**config.mk**
```make
export PLATFORM = sky130hd
export DESIGN_NAME = cam_pattern_gen
export DESIGN_NICKNAME = d
export VERILOG_FILES = /design/src/rtl/cam_pattern_gen_pkg.sv /design/src/rtl/cam_pattern_rom.sv /design/src/rtl/cam_pattern_gen.sv
export SDC_FILE = /design/constraint.sdc
export NUM_CORES = 1
export LEC_CHECK = 0
export ABC_AREA = 1
export CAP_MARGIN = 20
export CORE_MARGIN = 3
export CORE_UTILIZATION = 59
export DETAILED_ROUTE_END_ITERATION = 8
export GPL_TIMING_DRIVEN = 0
export PLACE_DENSITY_LB_ADDON = 0.12
export RECOVER_POWER = 25
export SYNTH_ARGS = -nofsm -noshare
export SYNTH_HDL_FRONTEND = slang
export SYNTH_SLANG_ARGS = --single-unit
```
**constraint.sdc**
```tcl
create_clock -name clk -period 2.3 [get_ports clk]
set_input_delay 0.46 -clock clk [delete_from_list [all_inputs] [get_ports clk]]
set_output_delay 0.46 -clock clk [all_outputs]
set_load 0.02 [all_outputs]
```
**src/rtl/cam_pattern_gen_pkg.sv**
```systemverilog
// Shared definitions for the camera test-pattern generator: FSM state
// encoding, pattern codes, RGB565 colour constants and coordinate width.
package cam_pkg;

    // Width of the internal x/y/phase counters.
    localparam int COORD_W = 16;

    typedef enum logic [2:0] {
        ST_IDLE   = 3'd0,
        ST_VSYNC  = 3'd1,
        ST_VBLANK = 3'd2,
        ST_LINE   = 3'd3,
        ST_HBLANK = 3'd4,
        ST_DONE   = 3'd5
    } cam_state_e;

    localparam logic [2:0] PAT_VEDGE = 3'd0;
    localparam logic [2:0] PAT_HEDGE = 3'd1;
    localparam logic [2:0] PAT_CHECK = 3'd2;
    localparam logic [2:0] PAT_RAMP  = 3'd3;
    localparam logic [2:0] PAT_SOLID = 3'd4;

    localparam logic [15:0] BLACK       = 16'h0000;
    localparam logic [15:0] WHITE       = 16'hFFFF;
    localparam logic [15:0] SOLID_COLOR = 16'hA5A5;

    // Two-level pixel: white when the selector is set, black otherwise.
    function automatic logic [15:0] bw_pixel(input logic white);
        return white ? WHITE : BLACK;
    endfunction

endpackage

```
**src/rtl/cam_pattern_rom.sv**
```systemverilog
// Combinational pattern lookup: maps (pattern, x, y) to an RGB565 pixel.
// The parent registers the result so it lines up with href.
module cam_pattern_rom
    import cam_pkg::*;
#(
    parameter int IMG_WIDTH  = 640,
    parameter int IMG_HEIGHT = 480
) (
    input  logic [2:0]         pattern,
    input  logic [COORD_W-1:0] x,
    input  logic [COORD_W-1:0] y,
    output logic [15:0]        pixel
);

    localparam logic [COORD_W-1:0] X_HALF = COORD_W'(IMG_WIDTH / 2);
    localparam logic [COORD_W-1:0] Y_HALF = COORD_W'(IMG_HEIGHT / 2);

    // Pattern decode; unused codes produce black.
    always_comb begin
        pixel = BLACK;
        case (pattern)
            PAT_VEDGE: pixel = bw_pixel(x >= X_HALF);
            PAT_HEDGE: pixel = bw_pixel(y >= Y_HALF);
            PAT_CHECK: pixel = bw_pixel(x[3] ^ y[3]);
            PAT_RAMP:  pixel = {x[7:3], x[7:2], x[7:3]};
            PAT_SOLID: pixel = SOLID_COLOR;
            default:   pixel = BLACK;
        endcase
    end

endmodule

```
**src/rtl/cam_pattern_gen.sv**
```systemverilog
// DVP-style camera test-pattern generator (vsync/href/pixel_out).
// Optional feature: define CAM_PATTERN_CHECKSUM_EN to add the frame_sum
// output, a modulo-2^16 sum of all active pixels of the last frame.
// Blanking parameters (VSYNC_LEN, V_BLANK, H_BLANK) are assumed >= 1.
module cam_pattern_gen
    import cam_pkg::*;
#(
    parameter int IMG_WIDTH  = 640,
    parameter int IMG_HEIGHT = 480,
    parameter int H_BLANK    = 2,
    parameter int VSYNC_LEN  = 2,
    parameter int V_BLANK    = 4
) (
    input  logic        clk,
    input  logic        rst_n,
    input  logic        enable,
    input  logic        start,
    input  logic        continuous,
    input  logic [2:0]  pattern_sel,
    output logic        vsync,
    output logic        href,
    output logic [15:0] pixel_out,
    output logic        busy,
    output logic        frame_done,
`ifdef CAM_PATTERN_CHECKSUM_EN
    output logic [15:0] frame_sum,
`endif
    output logic [7:0]  frame_cnt
);

    localparam logic [COORD_W-1:0] X_LAST  = COORD_W'(IMG_WIDTH - 1);
    localparam logic [COORD_W-1:0] Y_LAST  = COORD_W'(IMG_HEIGHT - 1);
    localparam logic [COORD_W-1:0] VS_LAST = COORD_W'(VSYNC_LEN - 1);
    localparam logic [COORD_W-1:0] VB_LAST = COORD_W'(V_BLANK - 1);
    localparam logic [COORD_W-1:0] HB_LAST = COORD_W'(H_BLANK - 1);

    cam_state_e         state_r;
    logic [COORD_W-1:0] cnt_r;
    logic [COORD_W-1:0] x_r;
    logic [COORD_W-1:0] y_r;
    logic [2:0]         pat_r;
    logic               vsync_r;
    logic               href_r;
    logic [15:0]        pixel_r;
    logic               busy_r;
    logic               done_r;
    logic [7:0]         fcnt_r;

    logic               start_frame_s;
    logic [COORD_W-1:0] rom_x_s;
    logic [COORD_W-1:0] rom_y_s;
    logic [15:0]        rom_pix_s;

    // A new frame may begin only from IDLE or straight out of DONE.
    always_comb begin
        start_frame_s = 1'b0;
        if (state_r == ST_IDLE) begin
            start_frame_s = enable && (start || continuous);
        end else if (state_r == ST_DONE) begin
            start_frame_s = enable && continuous;
        end else begin
            start_frame_s = 1'b0;
        end
    end

    // Coordinate of the pixel that will be on the output next cycle, so the
    // registered pixel lines up with the registered href.
    always_comb begin
        rom_x_s = {COORD_W{1'b0}};
        rom_y_s = y_r;
        if (state_r == ST_LINE) begin
            rom_x_s = x_r + 16'd1;
        end else begin
            rom_x_s = {COORD_W{1'b0}};
        end
        if (state_r == ST_HBLANK) begin
            rom_y_s = y_r + 16'd1;
        end else begin
            rom_y_s = y_r;
        end
    end

    cam_pattern_rom #(
        .IMG_WIDTH  (IMG_WIDTH),
        .IMG_HEIGHT (IMG_HEIGHT)
    ) u_rom (
        .pattern (pat_r),
        .x       (rom_x_s),
        .y       (rom_y_s),
        .pixel   (rom_pix_s)
    );

    // Frame sequencer with all video outputs registered alongside the state.
    always_ff @(posedge clk or negedge rst_n) begin
        if (!rst_n) begin
            state_r <= ST_IDLE;
            cnt_r   <= {COORD_W{1'b0}};
            x_r     <= {COORD_W{1'b0}};
            y_r     <= {COORD_W{1'b0}};
            pat_r   <= 3'd0;
            vsync_r <= 1'b0;
            href_r  <= 1'b0;
            pixel_r <= BLACK;
            busy_r  <= 1'b0;
            done_r  <= 1'b0;
            fcnt_r  <= 8'd0;
        end else begin
            case (state_r)
                ST_IDLE, ST_DONE: begin
                    done_r <= 1'b0;
                    if (start_frame_s) begin
                        state_r <= ST_VSYNC;
                        pat_r   <= pattern_sel;
                        cnt_r   <= {COORD_W{1'b0}};
                        x_r     <= {COORD_W{1'b0}};
                        y_r     <= {COORD_W{1'b0}};
                        vsync_r <= 1'b1;
                        busy_r  <= 1'b1;
                    end else begin
                        state_r <= ST_IDLE;
                        busy_r  <= 1'b0;
                    end
                end
                ST_VSYNC: begin
                    if (cnt_r == VS_LAST) begin
                        state_r <= ST_VBLANK;
                        cnt_r   <= {COORD_W{1'b0}};
                        vsync_r <= 1'b0;
                    end else begin
                        cnt_r <= cnt_r + 16'd1;
                    end
                end
                ST_VBLANK: begin
                    if (cnt_r == VB_LAST) begin
                        state_r <= ST_LINE;
                        x_r     <= {COORD_W{1'b0}};
                        href_r  <= 1'b1;
                        pixel_r <= rom_pix_s;
                    end else begin
                        cnt_r <= cnt_r + 16'd1;
                    end
                end
                ST_LINE: begin
                    if (x_r == X_LAST) begin
                        state_r <= ST_HBLANK;
                        cnt_r   <= {COORD_W{1'b0}};
                        href_r  <= 1'b0;
                        pixel_r <= BLACK;
                    end else begin
                        x_r     <= x_r + 16'd1;
                        pixel_r <= rom_pix_s;
                    end
                end
                ST_HBLANK: begin
                    if (cnt_r != HB_LAST) begin
                        cnt_r <= cnt_r + 16'd1;
                    end else if (y_r == Y_LAST) begin
                        state_r <= ST_DONE;
                        done_r  <= 1'b1;
                        fcnt_r  <= fcnt_r + 8'd1;
                    end else begin
                        state_r <= ST_LINE;
                        y_r     <= y_r + 16'd1;
                        x_r     <= {COORD_W{1'b0}};
                        href_r  <= 1'b1;
                        pixel_r <= rom_pix_s;
                    end
                end
                default: begin
                    state_r <= ST_IDLE;
                    vsync_r <= 1'b0;
                    href_r  <= 1'b0;
                    pixel_r <= BLACK;
                    busy_r  <= 1'b0;
                    done_r  <= 1'b0;
                end
            endcase
        end
    end

`ifdef CAM_PATTERN_CHECKSUM_EN
    logic [15:0] sum_r;

    // Running sum of every active pixel; restarts as the next frame begins.
    always_ff @(posedge clk or negedge rst_n) begin
        if (!rst_n) begin
            sum_r <= 16'h0000;
        end else if (start_frame_s) begin
            sum_r <= 16'h0000;
        end else if (href_r) begin
            sum_r <= sum_r + pixel_r;
        end
    end

    assign frame_sum = sum_r;
`else
    // Default build: no checksum port and no accumulator.
`endif

    assign vsync      = vsync_r;
    assign href       = href_r;
    assign pixel_out  = pixel_r;
    assign busy       = busy_r;
    assign frame_done = done_r;
    assign frame_cnt  = fcnt_r;

endmodule

```
==> flow_summary.yaml <==
route:
  routed_wl_um: 11200
  via_per_inst: 5.51
  remaining_drc_errors: 0
  ant_nets: 0
  drt-initial-drc-count: 300
  wire_per_inst_um: 13.6
  drtPass1Iterations: 6
  vias: 4526
hold_path:
  hold_path.class: "flip-flop to flip-flop"
  hp-start: "pixel_out[5]"
  worstHoldEndpoint: "pixel_out[5]"
  hold_path_depth: 2
power_and_ir_drop:
  vdd_drop_max_uv: 337
  p_leak_nw: 2.71
  p_int_w: 0.00175
  power_w: 0.00230
  p_sw_w: 0.000548
  powerDensity_nw_per_um2: 421
  clockPowerShare: 0.408
  p_sw_frac: 0.238
  power_frac_comb: 0.019
  p_seq_frac: 0.573
logic_synthesis:
  netlist.area_leader.share: 0.402
  yosysSeqAreaShare: 0.402
  syn_area_um2: 4670
  ys.warnings.count: 0
  syn_avg_cell_area_um2: 7.02
  synth_cells: 665
  ys_top_cells_by_area: "dfrtp_1 (40%), nand2_1 (15%), inv_1 (6.5%)"
  ys_ff_latch: 75
  synth.distinct_cells: 36
  synth_top_area_cell: "dfrtp_1"
  synthesis.nets: 679
grt:
  antenna_found_initial: 0
  grt_pass1_wl_um: 19300
  grt_max_degree: 49
  grt_pass1_vias: 4351
  track_usage: 0.271
  grt-ovfl-total: 0
critical_path:
  path_cells: "ha_1, nand2_1, inv_2, nand2_1, nor2_2, nand2_2, nor2_4, inv_1, nand2_1, nor2_4, inv_4, nor2_4, buf_4, nand2_1, nand2_1"
  worst_setup_path_end_kind: "flip-flop"
  cp.required_ns: 2.60
  crit_type: "flip-flop to flip-flop"
  slowest_delay_ns: 0.41
  cpMaxStageDelayCell: "dfrtp_1"
  arrival_ns: 2.42
  r2r_setup_slack_ns: 0.18
  r2r_cells: 15
  crit_path_start_kind: "flip-flop"
  cp_max_fo: 10
  r2r-end: "pixel_out[11]"
  timing.rr.start: "y_r[0]"
  crit_top_cell: "nand2_1"
cts:
  ctsHtreeMaxLevel: 3
  clkTransAtPathRegs_ns: 0.08
  clock_sink_count: 75
  clock_latency_ns: 0.36
  cts_buffer_depth: 2
  cts_buffers: 9
  root_buffer: "clkbuf_8"
  cts_hold_buf: 0
  tritoncts: "yes"
sta:
  fin_crit_ns: 2.12
  final-hold-violation-count: 0
  tns_ns: 0
  setup_violations: 0
  slew_viol_final: 28
  worstMarginPinSlew_ns: 1.62
  fmax_mhz: 472
  slew_headroom: -0.0828
  finClkSkew_ns: 0.0124
  period_share: 0.920
final_layout:
  nNetsFinal: 731
  nFillCells: 627
  num_antenna_cells: 0
  drive_above_1_share: 0.112
  finish.utilization: 0.733
  area_growth_pct: 16.9
floorplan:
  core_um2: 7450
  fp.dieH_um: 94.9
  rows: 31
  die_area_um2: 9010
  start_util: 0.627
  die_w_um: 94.9
  ios: 36
outcome:
  failed_checks: "capacitance limit, slew limit"
  status: "complete, but fails checks"
placed_design:
  hpwl_um: 8210
  port_buffers: 35
  routabilityCongestion: 0.920
run:
  drv_cap: 1
==> kinds of logic (layout without fill, tap and decap cells) <==
| group | after synthesis | after routing | synth area share |
|---|---|---|---|
| AOI/OAI and AO/OA | 92 | 92 | 0.105 |
| xor gates and xnor gates | 12 | 12 | 0.0225 |
| adders and majority gates | 6 | 6 | 0.0161 |
| buffers and inverters | 107 | 164 | 0.0984 |
| DFF | 75 | 75 | 0.402 |
| and+or+nand+nor | 373 | 373 | 0.356 |
==> cell usage in the layout (no fill, tap or decap), types with 3 or more instances in the layout <==
cell type	Yosys	final
buf_4	7	15
nor3_2	3	5
o211ai_1	3	3
xnor2_1	3	3
ha_1	6	6
clkdlybuf4s50_1	0	34
xor2_1	9	9
inv_1	81	80
o21ai_0	39	39
nand3_1	59	59
clkinv_2	0	3
nand2_1	188	184
nand4_1	23	23
buf_6	3	3
o21ai_1	8	8
nor2_4	3	8
nor2_2	8	7
nor3_1	11	9
dfrtp_1	75	75
nor2_1	68	64
inv_2	9	9
a21oi_1	34	34
clkbuf_8	0	10
nand2_2	2	6
==> final cells by class <==
type                    instances  area, um2  share of cell area
plain buffers                  16        129              0.0236
clock buffers                  10        138              0.0252
clock inverters                 6       38.8             0.00711
inverters                      91        347              0.0635
multi-input cells             483       2390               0.439
flip-flops and latches         75       1880               0.344
well taps                      99        124              0.0227
repair buffers                 41        409              0.0750
==> power groups by stage <==
stage                     clock (W)  combinational (W)  sequential (W)
after floorplan                   0        0.000000860         0.00134
after global placement            0          0.0000401         0.00134
after detailed placement          0          0.0000464         0.00134
after global routing        0.00101          0.0000500         0.00132
after CTS                  0.000955          0.0000462         0.00132
final                      0.000938          0.0000434         0.00132
==> through the flow <==
stage | area (um2) | hold slack, ns | worst slack [ns] | instances
floorplan | 4670 | 0.164 | 0.480 | 665
global placement | 5140 | 0.458 | -1.82 | 799
detailed placement | 5170 | 0.409 | -0.0864 | 800
CTS | 5340 | 0.0112 | 0.00889 | 816
global route | 5460 | 0.509 | -0.0144 | 821
finish | 5460 | 0.491 | 0.183 | 821
==> critical path, delay by kind of cell, from the launching register on <==
family	cells	cell delay, ns
buffers and inverters	4	0.37
and+or+nand+nor	10	1.03
DFF	1	0.41
adders and majority gates	1	0.23
==> what timing repair did <==
| action | 4_1_cts | 5_1_grt |
|---|---|---|
| gates resized for setup | 0 | 29 |
| setup buffers | 0 | 5 |
| endpoints found under the setup margin | 0 | 55 |
==> routing by layer <==
| metal | wire, um | vias to the layer above | track usage |
|---|---|---|---|
| li1 | - | 2260 | - |
| met1 | 4890 | 2097 | 0.361 |
| met2 | 5450 | 143 | 0.437 |
| met3 | 565 | 26 | 0.0367 |
| met4 | 291 | 0 | 0.124 |
| met5 | 0 | - | 0 |
==> state kept, by name (all words and copies together) (netlist names), 3 cells and up <==
signal     count
frame_cnt      8
y_r           16
cnt_r         16
state_r        3
x_r           16
pixel_out      9
pat_r          3
==> synthesized netlist by cell type <==
master / n
nand2_1: 188
o41ai_1: 1
nand2_4: 1
a31oi_1: 1
o21ai_2: 1
nor3_1: 11
nand3_2: 1
o22ai_1: 2
a2bb2oi_1: 1
and3_1: 1
xnor2_1: 3
inv_1: 81
nand4_2: 2
ha_1: 6
a21oi_1: 34
nand4_1: 23
nor4_1: 2
inv_2: 9
inv_4: 1
buf_6: 3
dfrtp_1: 75
xor2_1: 9
nor2_2: 8
o21ai_0: 39
o21bai_1: 2
nor2_4: 3
nor2_1: 68
o21ai_1: 8
buf_4: 7
nor3_4: 1
o211ai_1: 3
nor3_2: 3
nand3_1: 59
buf_2: 5
clkbuf_1: 1
nand2_2: 2
==> how the worst max path moves through the flow <==
stage / from / to / slack [ns]
floorplan: x_r[1] / cnt_r[11] / 0.48
global route: y_r[0] / pixel_out[10] / -0.01
detailed placement: start / cnt_r[11] / -0.09
global placement: rst_n / frame_cnt[6] / -1.82
finish: y_r[0] / pixel_out[11] / 0.18
CTS: x_r[1] / cnt_r[11] / 0.009
No activity file was read; power rests on OpenSTA's default activity.
